**config.mk**
```make
export PLATFORM = sky130hd
export DESIGN_NAME = alu_share_arbiter_flat
export DESIGN_NICKNAME = d
export VERILOG_FILES = /design/src/rtl/alu_share_arbiter_if.sv /design/src/rtl/alu_share_arbiter.sv /design/src/flat_wrapper.sv
export SDC_FILE = /design/constraint.sdc
export NUM_CORES = 1
export LEC_CHECK = 0
export BUFFER_PORTS_ARGS = -buffer_cell sky130_fd_sc_hd__buf_2
export CAP_MARGIN = 10
export CORE_AREA = 2 2 127 129
export CTS_BUF_LIST = sky130_fd_sc_hd__clkbuf_4 sky130_fd_sc_hd__clkbuf_8
export CTS_CLUSTER_SIZE = 24
export DETAILED_ROUTE_END_ITERATION = 10
export DIE_AREA = 0 0 129 131
export GPL_TIMING_DRIVEN = 0
export PLACE_DENSITY_LB_ADDON = 0.3
export SETUP_SLACK_MARGIN = 0.3
export SLEW_MARGIN = 10
export SYNTH_ARGS = -nofsm -noshare
export SYNTH_HDL_FRONTEND = slang
export SYNTH_SLANG_ARGS = --single-unit
```
**constraint.sdc**
```tcl
create_clock -name clk -period 3.75 [get_ports clk]
set_clock_uncertainty 0.15 [all_clocks]
set_input_delay 0.75 -clock clk [delete_from_list [all_inputs] [get_ports clk]]
set_output_delay 0.75 -clock clk [all_outputs]
set_load 0.005 [all_outputs]
```
**src/rtl/alu_share_arbiter_if.sv**
```systemverilog
// Bus bundle between the requesters, the shared-ALU arbiter and the ALU itself.
// ALU_ARB_PERF_EN adds the per-requester grant counter output.
interface alu_share_arbiter_if #(
  parameter int NUM_REQ = 2,
  parameter int W       = 32
);
  logic [NUM_REQ-1:0]   req_valid;
  logic [NUM_REQ-1:0]   req_ready;
  logic [NUM_REQ*W-1:0] req_in1;
  logic [NUM_REQ*W-1:0] req_in2;
  logic [NUM_REQ*5-1:0] req_shamt;
  logic [NUM_REQ*6-1:0] req_funct;
  logic [W-1:0]         alu_in1;
  logic [W-1:0]         alu_in2;
  logic [4:0]           alu_shamt;
  logic [5:0]           alu_funct;
  logic [W-1:0]         alu_out;
  logic [NUM_REQ-1:0]   resp_valid;
  logic [NUM_REQ*W-1:0] resp_data;
  logic [NUM_REQ-1:0]   resp_ready;
`ifdef ALU_ARB_PERF_EN
  logic [NUM_REQ*32-1:0] perf_grant_cnt;
`endif

  modport slave (
    input  req_valid, req_in1, req_in2, req_shamt, req_funct, alu_out, resp_ready,
    output req_ready, alu_in1, alu_in2, alu_shamt, alu_funct, resp_valid, resp_data
`ifdef ALU_ARB_PERF_EN
    , output perf_grant_cnt
`endif
  );

  modport master (
    output req_valid, req_in1, req_in2, req_shamt, req_funct, alu_out, resp_ready,
    input  req_ready, alu_in1, alu_in2, alu_shamt, alu_funct, resp_valid, resp_data
`ifdef ALU_ARB_PERF_EN
    , input perf_grant_cnt
`endif
  );
endinterface

```
**src/rtl/alu_share_arbiter.sv**
```systemverilog
// Round-robin arbiter sharing one combinational ALU among NUM_REQ requesters,
// with a registered response slot each. ALU_ARB_PERF_EN adds saturating grant counters.
module alu_share_arbiter #(
  parameter int NUM_REQ = 2,
  parameter int W       = 32
) (
  input logic            clk,
  input logic            reset,
  alu_share_arbiter_if.slave bus
);
  localparam int IDX_W = (NUM_REQ > 2) ? 2 : 1;
  typedef logic [IDX_W-1:0] idx_t;
  localparam idx_t LAST_RST = idx_t'(NUM_REQ - 1);

  logic [NUM_REQ-1:0]        resp_valid_q, resp_valid_d;
  logic [NUM_REQ-1:0][W-1:0] resp_data_q, resp_data_d;
  idx_t                      last_grant_q, last_grant_d;
  logic [NUM_REQ-1:0]        elig_s;
  logic [NUM_REQ-1:0]        grant_s;
  logic                      grant_any_s;
  logic                      grant_en_s;
  logic                      hit_s;
  idx_t                      grant_idx_s;

  function automatic idx_t next_idx(input idx_t base, input int k);
    return idx_t'((int'(base) + k) % NUM_REQ);
  endfunction

  // Eligibility and round-robin search starting just after the last grant.
  always_comb begin
    elig_s      = bus.req_valid & (~resp_valid_q | bus.resp_ready);
    grant_any_s = 1'b0;
    grant_idx_s = last_grant_q;
    hit_s       = 1'b0;
    for (int k = 1; k <= NUM_REQ; k++) begin
      hit_s       = ~grant_any_s & elig_s[next_idx(last_grant_q, k)];
      grant_idx_s = hit_s ? next_idx(last_grant_q, k) : grant_idx_s;
      grant_any_s = grant_any_s | hit_s;
    end
    grant_en_s = grant_any_s & ~reset;
    for (int i = 0; i < NUM_REQ; i++) begin
      grant_s[i] = grant_en_s & (grant_idx_s == idx_t'(i));
    end
  end

  // Shared ALU operands follow the granted requester, zero when idle.
  always_comb begin
    if (grant_en_s) begin
      bus.alu_in1   = bus.req_in1[int'(grant_idx_s)*W +: W];
      bus.alu_in2   = bus.req_in2[int'(grant_idx_s)*W +: W];
      bus.alu_shamt = bus.req_shamt[int'(grant_idx_s)*5 +: 5];
      bus.alu_funct = bus.req_funct[int'(grant_idx_s)*6 +: 6];
    end else begin
      bus.alu_in1   = {W{1'b0}};
      bus.alu_in2   = {W{1'b0}};
      bus.alu_shamt = 5'd0;
      bus.alu_funct = 6'd0;
    end
  end

  // Response slots: a grant loads the ALU result, a consumed slot empties.
  always_comb begin
    last_grant_d = grant_en_s ? grant_idx_s : last_grant_q;
    for (int i = 0; i < NUM_REQ; i++) begin
      resp_valid_d[i] = (resp_valid_q[i] & ~bus.resp_ready[i]) | grant_s[i];
      resp_data_d[i]  = grant_s[i] ? bus.alu_out : resp_data_q[i];
    end
  end

  // State registers.
  always_ff @(posedge clk) begin
    if (reset) begin
      resp_valid_q <= {NUM_REQ{1'b0}};
      resp_data_q  <= '0;
      last_grant_q <= LAST_RST;
    end else begin
      resp_valid_q <= resp_valid_d;
      resp_data_q  <= resp_data_d;
      last_grant_q <= last_grant_d;
    end
  end

  assign bus.req_ready  = grant_s;
  assign bus.resp_valid = resp_valid_q;
  assign bus.resp_data  = resp_data_q;

`ifdef ALU_ARB_PERF_EN
  logic [NUM_REQ-1:0][31:0] perf_cnt_q, perf_cnt_d;

  // Grant counters stick at all-ones instead of wrapping.
  always_comb begin
    for (int i = 0; i < NUM_REQ; i++) begin
      perf_cnt_d[i] = (grant_s[i] && (perf_cnt_q[i] != 32'hFFFF_FFFF)) ?
                      perf_cnt_q[i] + 32'd1 : perf_cnt_q[i];
    end
  end

  // Counter registers.
  always_ff @(posedge clk) begin
    if (reset) begin
      perf_cnt_q <= '0;
    end else begin
      perf_cnt_q <= perf_cnt_d;
    end
  end

  assign bus.perf_grant_cnt = perf_cnt_q;
`else
`endif
endmodule

```
**src/flat_wrapper.sv**
```systemverilog
// flat-port wrapper written by rule: the top's interface ports become plain ports
module alu_share_arbiter_flat 
#(
  parameter int NUM_REQ = 2,
  parameter int W       = 32
)
  (clk, reset, bus_req_valid, bus_req_in1, bus_req_in2, bus_req_shamt, bus_req_funct, bus_alu_out, bus_resp_ready, bus_req_ready, bus_alu_in1, bus_alu_in2, bus_alu_shamt, bus_alu_funct, bus_resp_valid, bus_resp_data);
  alu_share_arbiter_if #(.NUM_REQ(NUM_REQ), .W(W)) bus_i ();
  input logic clk;
  input logic reset;
  input wire logic [$bits(bus_i.req_valid)-1:0] bus_req_valid;
  input wire logic [$bits(bus_i.req_in1)-1:0] bus_req_in1;
  input wire logic [$bits(bus_i.req_in2)-1:0] bus_req_in2;
  input wire logic [$bits(bus_i.req_shamt)-1:0] bus_req_shamt;
  input wire logic [$bits(bus_i.req_funct)-1:0] bus_req_funct;
  input wire logic [$bits(bus_i.alu_out)-1:0] bus_alu_out;
  input wire logic [$bits(bus_i.resp_ready)-1:0] bus_resp_ready;
  output wire logic [$bits(bus_i.req_ready)-1:0] bus_req_ready;
  output wire logic [$bits(bus_i.alu_in1)-1:0] bus_alu_in1;
  output wire logic [$bits(bus_i.alu_in2)-1:0] bus_alu_in2;
  output wire logic [$bits(bus_i.alu_shamt)-1:0] bus_alu_shamt;
  output wire logic [$bits(bus_i.alu_funct)-1:0] bus_alu_funct;
  output wire logic [$bits(bus_i.resp_valid)-1:0] bus_resp_valid;
  output wire logic [$bits(bus_i.resp_data)-1:0] bus_resp_data;
  assign bus_i.req_valid = bus_req_valid;
  assign bus_i.req_in1 = bus_req_in1;
  assign bus_i.req_in2 = bus_req_in2;
  assign bus_i.req_shamt = bus_req_shamt;
  assign bus_i.req_funct = bus_req_funct;
  assign bus_i.alu_out = bus_alu_out;
  assign bus_i.resp_ready = bus_resp_ready;
  assign bus_req_ready = bus_i.req_ready;
  assign bus_alu_in1 = bus_i.alu_in1;
  assign bus_alu_in2 = bus_i.alu_in2;
  assign bus_alu_shamt = bus_i.alu_shamt;
  assign bus_alu_funct = bus_i.alu_funct;
  assign bus_resp_valid = bus_i.resp_valid;
  assign bus_resp_data = bus_i.resp_data;
  alu_share_arbiter #(.NUM_REQ(NUM_REQ), .W(W)) u_core (.clk(clk), .reset(reset), .bus(bus_i));
endmodule
```
# Word-level counts from Yosys, hierarchy flattened
# Index checks and enable logic that the tools add are counted.
# W data, S select, Z words.
# word_totals
ff_bits,67
inputBits,188
wordCells,41
# op_classes
addsub,2
n_mul,2
magnitude_cmp,2
shift,4
n_mux,10
bitwise_logic,17
# op_table
cell,count
$shiftx A64 B7 Y32,2
$mux W32,2
$shiftx A10 B32 Y5,1
$shiftx A12 B32 Y6,1
$and A1 B1 Y1,6
$mux W1,6
$mux W6,1
$mux W5,1
$not A1 Y1,5
$lt A1 B2 Y1 const B,2
$mul A1 B3 Y4 const B,1
$mul A1 B2 Y3 const B,1
$or A1 B1 Y1,3
$add A1 B1 Y1 const B,2
$and A2 B2 Y2,1
$not A2 Y2,1
$or A2 B2 Y2,1

# Longest topological paths before layout
# logic_depth
ltp_word,11
depth_mapped,5
ltp_nobuf,3

# Least setup slack after synthesis
# No wires, ideal clock.
# synth_timing
path_type,input-to-output
start,input port bus_resp_ready[1]
end,output port bus_alu_funct[3]
arrival_ns,1.577
required_ns,2.850
slack_ns,1.273
cell_stages,5
n_path_buf,2
cell_sequence,nor2b_1 -> o211ai_1 -> buf_4 -> buf_6 -> o32ai_1
# synth_via
elab_chain_len,10
# synth_rtl
item,line_no,text
start: declaration,flat_wrapper.sv:17,input wire logic [$bits(bus_i.resp_ready)-1:0] bus_resp_ready;
$or A2 B2 Y2 (*),alu_share_arbiter.sv:31,elig_s = bus.req_valid & (~resp_valid_q | bus.resp_ready);
$and A2 B2 Y2 (*),alu_share_arbiter.sv:31,
$mux W1 (not written as such) (2 in series),alu_share_arbiter.sv:36,"hit_s = ~grant_any_s & elig_s[next_idx(last_grant_q, k)];"
$not A1 Y1,alu_share_arbiter.sv:36,
$and A1 B1 Y1,alu_share_arbiter.sv:36,
$mux W1,alu_share_arbiter.sv:37,"grant_idx_s = hit_s ? next_idx(last_grant_q, k) : grant_idx_s;"
$mul A1 B2 Y3,alu_share_arbiter.sv:52,bus.alu_funct = bus.req_funct[int'(grant_idx_s)*6 +: 6];
$shiftx A12 B32 Y6,alu_share_arbiter.sv:52,
$mux W6 (*),alu_share_arbiter.sv:48,if (grant_en_s) begin
end: declaration,flat_wrapper.sv:22,output wire logic [$bits(bus_i.alu_funct)-1:0] bus_alu_funct;
# Mark *: on every way between the ends. The rest lies on a longest branch, timed or not. The select of a mux whose other input is x is not followed.

# Worst setup path in the final report
# layout_timing
start,input port bus_resp_ready[1]
end,output port bus_alu_in2[1]
# layout_via
elab_chain_len,9
# layout_rtl
item,line_no,text
$or A2 B2 Y2 (*),alu_share_arbiter.sv:31,
$and A2 B2 Y2 (*),alu_share_arbiter.sv:31,
$mux W1 (not written as such) (2 in series),alu_share_arbiter.sv:36,
$not A1 Y1,alu_share_arbiter.sv:36,
$and A1 B1 Y1,alu_share_arbiter.sv:36,
$mux W1 / $or A1 B1 Y1 (equally long branches),"alu_share_arbiter.sv:37, alu_share_arbiter.sv:38",
$shiftx A64 B7 Y32 / $and A1 B1 Y1 (equally long branches),"alu_share_arbiter.sv:50, alu_share_arbiter.sv:40",
$mux W32 (*),alu_share_arbiter.sv:48,
end: declaration,flat_wrapper.sv:20,output wire logic [$bits(bus_i.alu_in2)-1:0] bus_alu_in2;
# Marked as above.

==> run metrics <==
CP max stage delay 590 ps; Setup TNS Final 0 ps; xor and xnor area share after synthesis 0%; CP Launch Type input pin; crit-path max FO 10; starting density of the core 28.2%; IO Port Bufs 329; CP required 2850 ps; Final Cell Area 6530 um^2; Mapped Avg Cell Area 8.46 um^2; Hold Path Class flip-flop to flip-flop; clock network fraction of design power 30.4%; die area 16,900 um^2; EDFF count, synth 0; setup bufs post-CTS 0; Layout area overhead 48.2%; met3 WL 1.17 mm; Synth Register Bits 67; top cell type by total area after synthesis dfxtp_1; Clk pin slew, worst setup/hold paths 70 ps; HPWL after DPL 14.3 mm; drt drc 0; most used cell, CP buf_2; dominant cells by area after synthesis dfxtp_1, nand2b_1, o32ai_1; final slew viol count 0; CP Cell Sequence buf_2 > nor2b_1 > o211ai_1 > buf_4 > buf_6 > o32ai_1 > buf_2; final hold vios 0; Seq pwr share 39.9%; RePlAce Congestion 0.831; share of the synthesized area in the top cell type 30.4%; Power per Cell Area 303 nW/um^2; share of post-route cells with drive strength above 1 43.0%; Distinct cells, synth 17; Static Leak 3.52 nW; Placed Area 6320 um^2; Die X 129 um; post-synthesis net count 709; final hold slack 322 ps; leading cell type by number of instances after synthesis nand2b_1; CTS sink count 67; main combinational cell family by area after synthesis simple AND/OR/NAND/NOR gates; Tightest Pin Transition 703 ps; FILL cells 1,649; max_cap viols 0; adder-cell share of the synthesized area 0%; Total Wirelength 17.6 mm; synthesized area 4410 um^2; post-route clock period utilization 88.1%; CTS Buffer Depth 2; power share of the combinational group 29.8%; 1st-iter DRT viols 195; All-Layer GR Usage 19.7%; fmax 303 MHz; top cells by count, synth nand2b_1, inv_1, o32ai_1; Num CTS Buffers 9; largest net degree at the start of global routing 12; Tmin final 3310 ps; outcome complete, no violations; setup violators final 0; H-tree lvl count 3; Sw Share 29.8%; switching pwr 0.000590 W; Die Span Y 131 um; core area 15,600 um^2; post-synthesis simple-gate area fraction 25.3%; Synth Area in Compound Gates 16.3%; Vias/cell 4.49; unrepaired setup endpoints after global routing no; Warnings, synthesis 0; Int Power 0.00139 W; Clock Latency Late Sink 340 ps; arrival time worst endpoint 2410 ps; vias 4,871; top sig layer met5; largest delay contributor family on the critical path buffers and inverters; post_cts resized 0; metal2 WL 9.12 mm; Rows 46; drt pass-1 iters 4; post-synthesis mux area share 14.5%; DRT met1 WL 6.93 mm; Final nets 1,049; share of synthesized registers carrying an async set or reset 0%; Clock Root Buffer clkbuf_8; worst path bufs/invs 4; share of the yosys chip area belonging to registers 30.4%; CTS Hold Buffers Added 0; Crit Path Class input pin to output pin; maximum vdd drop 0.258 mV; antenna violations before repair 2; ys flop type dfxtp_1; Slew Limit Headroom 53.0%; number of global-route vias before repair 4,882; antenna viol nets, final 0; IO Count 331; global-route wire length before repair 25.7 mm; Gate Count Post-Synth 521; Avg WL per Cell 16.2 um; CP max stage cell o32ai_1; Setup crit end kind output pin; gr ovfl total 0; TritonCTS clock tree yes
==> layout by cell type, fill, tap and decap left out, types with 9 or more instances in the layout <==
cell type / instances
buf_6: 9
nand2b_1: 174
mux2i_1: 64
inv_1: 75
clkbuf_8: 10
dfxtp_1: 67
clkbuf_1: 26
buf_4: 9
buf_2: 337
o32ai_1: 75
==> layout make-up <==
class	instances	area (um^2)	area share [%]
repair buffers	329	1650	25.2
plain buffers	52	307	4.70
well taps	216	270	4.14
flip-flops and latches	67	1340	20.5
multi-input cells	327	2480	37.9
diodes	3	7.51	0.115
clock buffers	11	145	2.22
clock inverters	5	52.6	0.805
inverters	75	282	4.31
==> power groups by stage <==
| stage | registers (W) | clock network (W) | logic (W) |
|---|---|---|---|
| floorplan | 0.000809 | 0 | 0.000301 |
| global placement | 0.000803 | 0 | 0.000595 |
| detailed placement | 0.000805 | 0 | 0.000597 |
| CTS | 0.000790 | 0.000623 | 0.000599 |
| global route | 0.000796 | 0.000655 | 0.000651 |
| finish | 0.000790 | 0.000601 | 0.000590 |
==> metrics by stage <==
| stage | power, W | utilization [%] | std cells | setup slack [ps] |
|---|---|---|---|---|
| 2_1_floorplan | 0.00111 | - | 521 | 1270 |
| 3_3_place_gp | 0.00140 | 40.5 | 1066 | 452 |
| 3_5_place_dp | 0.00140 | 40.5 | 1066 | 438 |
| 4_1_cts | 0.00201 | 41.8 | 1082 | 425 |
| 5_1_grt | 0.00210 | 41.8 | 1083 | 384 |
| 6_report | 0.00198 | 41.8 | 1085 | 445 |
==> cells by family (layout without fill, tap and decap cells) <==
kind of cell / after synthesis / count (layout)
buffers and inverters: 127 / 472
AND/OR/NAND/NOR: 180 / 180
flip-flops: 67 / 67
AO/OA/AOI/OAI: 83 / 83
other: 0 / 3
multiplexers: 64 / 64
==> state kept, by name, indices dropped and copies added (netlist names) <==
| name | cells |
|---|---|
| u_core.bus.resp_data | 64 |
| u_core.bus.resp_valid | 2 |
| u_core.last_grant_q | 1 |
==> worst min-delay path, stage by stage (launching register included) <==
cell      delay (ps)
dfxtp_1          310
nand2b_1          60
mux2i_1           60
==> routing by layer <==
| layer | GRT usage, % | vias up |
|---|---|---|
| met2 | 36.5 | 196 |
| met4 | 7.03 | 2 |
| met1 | 21.9 | 2209 |
| li1 | - | 2441 |
| met3 | 4.76 | 23 |
| met5 | 0 | - |
==> worst paths after layout <==
| path | from | endpoint | slack (ps) | depth (start not counted) |
|---|---|---|---|---|
| worst max register to register | u_core.last_grant_q$_SDFFE_PP1P_ | u_core.bus.resp_data[28]$_SDFFE_PP0P_ | 2130 | 5 |
| worst min-delay path | u_core.bus.resp_data[63]$_SDFFE_PP0P_ | u_core.bus.resp_data[63]$_SDFFE_PP0P_ | 320 | 2 |
| worst max-delay path | bus_resp_ready[1] | bus_alu_in2[1] | 440 | 7 |
| worst min register to register | u_core.bus.resp_data[63]$_SDFFE_PP0P_ | u_core.bus.resp_data[63]$_SDFFE_PP0P_ | 320 | 2 |
(Power assumes the default switching activity.)
